--- src/rtl/updown_sweep_ctrl_if.sv ---
// Control/feedback bundle between the triangle-sweep sequencer and the
// saturating up/down counter it drives.
interface updown_sweep_ctrl_if #(
    parameter int unsigned WIDTH = 4
);
    logic             start;
    logic             abort;
    logic [3:0]       n_sweeps;
    logic [WIDTH-1:0] count_in;
    logic             cnt_reset;
    logic             cnt_up_down;
    logic             busy;
    logic             done;
    logic             aborted;
    logic             err;
    logic [3:0]       sweep_idx;

    modport master (
        output start, abort, n_sweeps, count_in,
        input  cnt_reset, cnt_up_down, busy, done, aborted, err, sweep_idx
    );

    modport slave (
        input  start, abort, n_sweeps, count_in,
        output cnt_reset, cnt_up_down, busy, done, aborted, err, sweep_idx
    );
endinterface

--- src/rtl/updown_sweep_ctrl.sv ---
// Runs N triangle sweeps (0 -> MAX -> 0) on a saturating up/down counter with
// dwell at both ends, mirroring the expected count and flagging divergence.
module updown_sweep_ctrl #(
    parameter int unsigned WIDTH    = 4,
    parameter int unsigned HOLD_TOP = 2,
    parameter int unsigned HOLD_BOT = 2
) (
    input logic                clk,
    input logic                reset,
    updown_sweep_ctrl_if.slave bus
);
    localparam int unsigned      HW          = 8;
    localparam logic [WIDTH-1:0] MAX         = {WIDTH{1'b1}};
    localparam logic [HW-1:0]    HOLD_T_LAST = HW'(HOLD_TOP - 1);
    localparam logic [HW-1:0]    HOLD_B_LAST = HW'(HOLD_BOT - 1);

    typedef enum logic [2:0] {
        S_IDLE, S_UP, S_HOLD_T, S_DOWN, S_HOLD_B, S_DONE
    } state_t;

    state_t           state_q, state_d;
    logic [HW-1:0]    hold_q, hold_d;
    logic [3:0]       sweep_q, sweep_d;
    logic [3:0]       n_q, n_d;
    logic [WIDTH-1:0] exp_q, exp_d;
    logic             err_q, err_d;
    logic             cnt_reset_q, cnt_reset_d;
    logic             up_down_q, up_down_d;
    logic             busy_q, busy_d;
    logic             done_q, done_d;
    logic             aborted_q, aborted_d;
    logic             in_run;
    logic             mismatch;

    // State and registered outputs
    always_ff @(posedge clk) begin
        if (!reset) begin
            state_q     <= S_IDLE;
            hold_q      <= '0;
            sweep_q     <= '0;
            n_q         <= '0;
            exp_q       <= '0;
            err_q       <= 1'b0;
            cnt_reset_q <= 1'b1;
            up_down_q   <= 1'b0;
            busy_q      <= 1'b0;
            done_q      <= 1'b0;
            aborted_q   <= 1'b0;
        end else begin
            state_q     <= state_d;
            hold_q      <= hold_d;
            sweep_q     <= sweep_d;
            n_q         <= n_d;
            exp_q       <= exp_d;
            err_q       <= err_d;
            cnt_reset_q <= cnt_reset_d;
            up_down_q   <= up_down_d;
            busy_q      <= busy_d;
            done_q      <= done_d;
            aborted_q   <= aborted_d;
        end
    end

    // Next state, sweep bookkeeping and counter mirror
    always_comb begin
        state_d   = state_q;
        hold_d    = '0;
        sweep_d   = sweep_q;
        n_d       = n_q;
        err_d     = err_q;
        aborted_d = 1'b0;
        in_run    = (state_q == S_UP) || (state_q == S_HOLD_T) ||
                    (state_q == S_DOWN) || (state_q == S_HOLD_B);
        mismatch  = in_run && (bus.count_in != exp_q);

        // Mirror follows what the counter sees: our registered controls
        if (cnt_reset_q)
            exp_d = '0;
        else if (up_down_q)
            exp_d = (exp_q == MAX) ? MAX : exp_q + WIDTH'(1);
        else
            exp_d = (exp_q == '0) ? '0 : exp_q - WIDTH'(1);

        case (state_q)
            S_IDLE: begin
                if (bus.start && !bus.abort && (bus.n_sweeps != 4'd0)) begin
                    state_d = S_UP;
                    n_d     = bus.n_sweeps;
                    err_d   = 1'b0;
                    sweep_d = '0;
                end
            end
            S_UP: begin
                if (bus.count_in == MAX) state_d = S_HOLD_T;
            end
            S_HOLD_T: begin
                if (hold_q == HOLD_T_LAST) state_d = S_DOWN;
                else                       hold_d  = hold_q + HW'(1);
            end
            S_DOWN: begin
                if (bus.count_in == '0) state_d = S_HOLD_B;
            end
            S_HOLD_B: begin
                if (hold_q == HOLD_B_LAST) begin
                    if (sweep_q == 4'(n_q - 4'd1)) begin
                        state_d = S_DONE;
                    end else begin
                        sweep_d = 4'(sweep_q + 4'd1);
                        state_d = S_UP;
                    end
                end else begin
                    hold_d = hold_q + HW'(1);
                end
            end
            S_DONE: state_d = S_IDLE;
            default: state_d = S_IDLE;
        endcase

        // Abort or divergence wins over any same-cycle sweep progress
        if (in_run && (bus.abort || mismatch)) begin
            state_d   = S_IDLE;
            hold_d    = '0;
            sweep_d   = sweep_q;
            aborted_d = 1'b1;
            if (mismatch) err_d = 1'b1;
        end
    end

    // Moore outputs decoded from the upcoming state
    always_comb begin
        cnt_reset_d = 1'b1;
        up_down_d   = 1'b0;
        busy_d      = 1'b0;
        done_d      = 1'b0;
        case (state_d)
            S_UP, S_HOLD_T: begin
                cnt_reset_d = 1'b0;
                up_down_d   = 1'b1;
                busy_d      = 1'b1;
            end
            S_DOWN, S_HOLD_B: begin
                cnt_reset_d = 1'b0;
                busy_d      = 1'b1;
            end
            S_DONE: done_d = 1'b1;
            default: ;
        endcase
    end

    assign bus.cnt_reset   = cnt_reset_q;
    assign bus.cnt_up_down = up_down_q;
    assign bus.busy        = busy_q;
    assign bus.done        = done_q;
    assign bus.aborted     = aborted_q;
    assign bus.err         = err_q;
    assign bus.sweep_idx   = sweep_q;
endmodule

--- src/flat_wrapper.sv ---
// flat-port wrapper written by rule: the top's interface ports become plain ports
module updown_sweep_ctrl_flat 
#(
    parameter int unsigned WIDTH    = 4,
    parameter int unsigned HOLD_TOP = 2,
    parameter int unsigned HOLD_BOT = 2
)
  (clk, reset, bus_start, bus_abort, bus_n_sweeps, bus_count_in, bus_cnt_reset, bus_cnt_up_down, bus_busy, bus_done, bus_aborted, bus_err, bus_sweep_idx);
  updown_sweep_ctrl_if #(.WIDTH(WIDTH)) bus_i ();
  input logic clk;
  input logic reset;
  input wire logic [$bits(bus_i.start)-1:0] bus_start;
  input wire logic [$bits(bus_i.abort)-1:0] bus_abort;
  input wire logic [$bits(bus_i.n_sweeps)-1:0] bus_n_sweeps;
  input wire logic [$bits(bus_i.count_in)-1:0] bus_count_in;
  output wire logic [$bits(bus_i.cnt_reset)-1:0] bus_cnt_reset;
  output wire logic [$bits(bus_i.cnt_up_down)-1:0] bus_cnt_up_down;
  output wire logic [$bits(bus_i.busy)-1:0] bus_busy;
  output wire logic [$bits(bus_i.done)-1:0] bus_done;
  output wire logic [$bits(bus_i.aborted)-1:0] bus_aborted;
  output wire logic [$bits(bus_i.err)-1:0] bus_err;
  output wire logic [$bits(bus_i.sweep_idx)-1:0] bus_sweep_idx;
  assign bus_i.start = bus_start;
  assign bus_i.abort = bus_abort;
  assign bus_i.n_sweeps = bus_n_sweeps;
  assign bus_i.count_in = bus_count_in;
  assign bus_cnt_reset = bus_i.cnt_reset;
  assign bus_cnt_up_down = bus_i.cnt_up_down;
  assign bus_busy = bus_i.busy;
  assign bus_done = bus_i.done;
  assign bus_aborted = bus_i.aborted;
  assign bus_err = bus_i.err;
  assign bus_sweep_idx = bus_i.sweep_idx;
  updown_sweep_ctrl #(.WIDTH(WIDTH), .HOLD_TOP(HOLD_TOP), .HOLD_BOT(HOLD_BOT)) u_core (.clk(clk), .reset(reset), .bus(bus_i));
endmodule
--- config.mk ---
export PLATFORM = sky130hd
export DESIGN_NAME = updown_sweep_ctrl_flat
export DESIGN_NICKNAME = d
export VERILOG_FILES = /design/src/rtl/updown_sweep_ctrl_if.sv /design/src/rtl/updown_sweep_ctrl.sv /design/src/flat_wrapper.sv
export SDC_FILE = /design/constraint.sdc
export NUM_CORES = 1
export LEC_CHECK = 0
export BUFFER_PORTS_ARGS = -buffer_cell sky130_fd_sc_hd__buf_2
export CAP_MARGIN = 25
export CORE_MARGIN = 2
export CORE_UTILIZATION = 51
export CTS_CLUSTER_SIZE = 30
export DETAILED_ROUTE_END_ITERATION = 16
export PLACE_DENSITY_LB_ADDON = 0.3
export SETUP_SLACK_MARGIN = 0.4
export SYNTH_ARGS = -nofsm -noshare
export SYNTH_HDL_FRONTEND = slang
export SYNTH_SLANG_ARGS = --single-unit
--- constraint.sdc ---
create_clock -name clk -period 2.1 [get_ports clk]
set_clock_uncertainty 0.2 [all_clocks]
set_input_delay 0.105 -clock clk [delete_from_list [all_inputs] [get_ports clk]]
set_output_delay 0.105 -clock clk [all_outputs]
set_load 0.01 [all_outputs]
==> results.yml <==
outcome:
  outcome: "complete, no violations"
pwr:
  ir_drop_uv: 479
  power_mw: 1.10
  leakage_nw: 0.917
  power.density_mw_per_mm2: 513
yosys:
  yosysMostFrequentCell: "dfxtp_1"
  synth-main-ff-cell: "dfxtp_1"
  synth_cell_types: 50
  synth_commonest_cells: "dfxtp_1, nor2_1, nand3_1"
  synth_top_area_share_pct: 36.2
  synth-edff-count: 0
  ys_ff_latch: 29
  yosysWarnings: 0
  yosysTopAreaCell: "dfxtp_1"
  postSynthAreaPerCell_um2: 9.39
  synth_area_mm2: 0.00161
  synthTopCellsByArea: "dfxtp_1, xor2_1, ha_1"
  syn_inst: 171
  synth_fp_nets: 189
  ys_async_sr_fraction_pct: 0
  ys_seq_area_share_pct: 36.2
global_routing:
  grt_max_degree: 11
  grtUsageMet1_pct: 24.8
  met3_usage_pct: 7.14
  grt_pass1_wl_mm: 6.06
  grtUsageTotal_pct: 23.2
  overflow: 0
  antenna_found_initial: 0
  grtUsageMet2_pct: 40.2
  grt_pass1_vias: 1383
  top_usage_layer: "met2"
cells_and_area:
  diodes: 0
  drive_gt1_share_pct: 39.6
  fin_nets: 235
  post-route-util_pct: 71.0
  syn_to_final_growth_pct: 34.0
critical_path:
  crit_chain: "inv_2, ha_4, xnor2_2, xnor2_1, or4_4, nand2_4, and3_4, a31oi_1"
  setup.worst_path.start_class: "flip-flop"
  r2r_slack_ns: 0.008
  crit_path_end_kind: "flip-flop"
  worst_r2r_path_depth: 8
  cp.required_ns: 2.11
  cp_slowest_cell: "or4_4"
  crit_buf_inv: 1
  path_class: "reg2reg"
  worstReg2RegEnd: "u_core.bus.cnt_reset"
  cp_max_fo: 4
  r2r-start: "u_core.n_q[0]"
  critPathTopFamily: "simple AND/OR/NAND/NOR gates"
  critPathLaunch: "u_core.n_q[0]"
  slowest_delay_ns: 0.59
  arrival_ns: 2.11
hold_path:
  hold_path_class: "in2reg"
  min_from: "bus_abort"
  worstHoldPathCells: 4
  holdPathEnd: "u_core.state_q[0]"
sta:
  max-slew-margin-rel_pct: 67.1
  rsz0062_at_grt: "yes"
  drv_slew: 0
  worst_pin_slew_ns: 0.491
  fmax_mhz: 478
  whs_ns: 0.116
  setup_violations: 0
  period_needed_ns: 2.09
  hold_violations: 0
  tns_ns: 0
  layout_setup_ws_ns: 0.00774
  finalCritPeriodShare_pct: 99.6
clock_network:
  cts_inserted_buffers: 5
  clkSinkCount: 29
  clk_pin_slew_ns: 0.09
  htreeDepth: 2
  clk_latency_ns: 0.33
  cts_buffer_depth: 2
  cts_root_buf: "clkbuf_4"
  cts_tree: "yes"
drt:
  drc: 0
  drt-initial-drc-count: 53
  vias: 1427
  routedWlPerCell_um: 14.7
  vias_per_cell: 5.47
  ant_nets: 0
  wirelength_mm: 3.83
  first_pass_iters: 4
die:
  io-pin-count: 22
  core_area_mm2: 0.00303
  die_x_um: 60.1
  floorplan.initialDensity_pct: 53.0
  die-area_mm2: 0.00361
  row_count: 20
  fp.dieH_um: 60.1
placement:
  gp_congestion: 0.803
  dp_slack_ns: 0.00899
  io_buffers: 21
  hpwl_mm: 2.61
job:
  drv_cap: 0
==> placed cells by master, fill, tap and decap left out, types with 2 or more instances in the layout <==
| cell type | n |
|---|---|
| dfxtp_1 | 23 |
| buf_2 | 21 |
| nor2_1 | 15 |
| buf_4 | 15 |
| xor2_1 | 9 |
| nand3_1 | 8 |
| mux2i_1 | 7 |
| nor2_4 | 7 |
| nand2_1 | 6 |
| inv_1 | 5 |
| xnor2_1 | 5 |
| a21oi_1 | 5 |
| clkbuf_4 | 5 |
| dlygate4sd3_1 | 5 |
| xnor2_2 | 4 |
| nand3_2 | 4 |
| ha_1 | 4 |
| nand2b_1 | 3 |
| and3_1 | 3 |
| a211oi_1 | 3 |
| nor3_1 | 3 |
| dfxtp_4 | 3 |
| dfxtp_2 | 3 |
| inv_2 | 2 |
| xnor2_4 | 2 |
| nor2_2 | 2 |
| nor2b_1 | 2 |
| nand2_4 | 2 |
| and2_1 | 2 |
| o21ai_0 | 2 |
| a31oi_1 | 2 |
| ha_4 | 2 |
==> timing repair <==
item,4_1_cts,5_1_grt
gates resized for setup,8,23
hold buffers,5,0
pin swaps,5,7
hold endpoints to repair,14,0
setup buffers,8,0
gates cloned,0,0
endpoints found under the setup margin,19,23
==> worst min-delay path, delay by kind of cell <==
kind	cells	cell delay, ns
and+or+nand+nor	2	0.16
buffers and inverters	1	0.17
AOI/OAI and AO/OA	1	0.16
==> per-layer routing <==
metal	up-vias	share of wire, %	routed length (µm)
met5	-	0	0
met4	0	3.6	137
met3	16	4.5	172
met2	43	53	2020
met1	671	39	1500
li1	697	-	-
==> through the flow <==
| step | instances | instance area, µm² |
|---|---|---|
| 2_1_floorplan | 171 | 1640 |
| 3_3_place_gp | 241 | 1840 |
| 3_5_place_dp | 241 | 1840 |
| 4_1_cts | 261 | 2040 |
| 5_1_grt | 261 | 2150 |
| 6_report | 261 | 2150 |
==> sequential cells by signal, summed over array words and instances, names as in the netlist <==
register                flops
u_core.bus.busy             1
u_core.bus.sweep_idx        4
u_core.bus.aborted          1
u_core.hold_q               8
u_core.bus.done             1
u_core.exp_q                4
u_core.bus.err              1
u_core.bus.cnt_reset        1
u_core.state_q              3
u_core.bus.cnt_up_down      1
u_core.n_q                  4
==> cell families (layout without fill, tap and decap cells) <==
group | count (synthesis) | count (layout) | synth area share (%)
flip-flops | 29 | 29 | 36.2
buffers and inverters | 11 | 57 | 3.12
AND/OR/NAND/NOR | 73 | 73 | 27.2
adder cells (fa/ha/maj) | 6 | 6 | 4.68
AO/OA/AOI/OAI | 25 | 25 | 11.7
multiplexers | 7 | 7 | 4.36
XOR/XNOR | 20 | 20 | 12.8
==> where the power goes <==
group          switching, mW  total (mW)  leakage [nW]  internal [mW]
logic                 0.0898       0.177         0.647         0.0876
clock network          0.190       0.348        0.0314          0.158
registers             0.0163       0.578         0.239          0.562
==> layout make-up <==
class,instances,area [µm²]
inverters,8,30.0
flip-flops and latches,29,596
repair buffers,42,288
clock buffers,7,55.1
multi-input cells,131,1130
well taps,44,55.1
fillers,228,877
==> worst max path at each step <==
stage / to / slack [ns] / depth (start not counted)
2_1_floorplan: u_core.bus.cnt_reset / 0.12 / 8
3_3_place_gp: u_core.bus.cnt_reset / 0.08 / 8
3_5_place_dp: u_core.bus.cnt_reset / 0.009 / 8
4_1_cts: u_core.bus.sweep_idx[1] / 0.05 / 8
5_1_grt: u_core.bus.sweep_idx[1] / -0.03 / 8
6_report: u_core.bus.cnt_reset / 0.008 / 8
No activity file was read; power rests on OpenSTA's default activity.
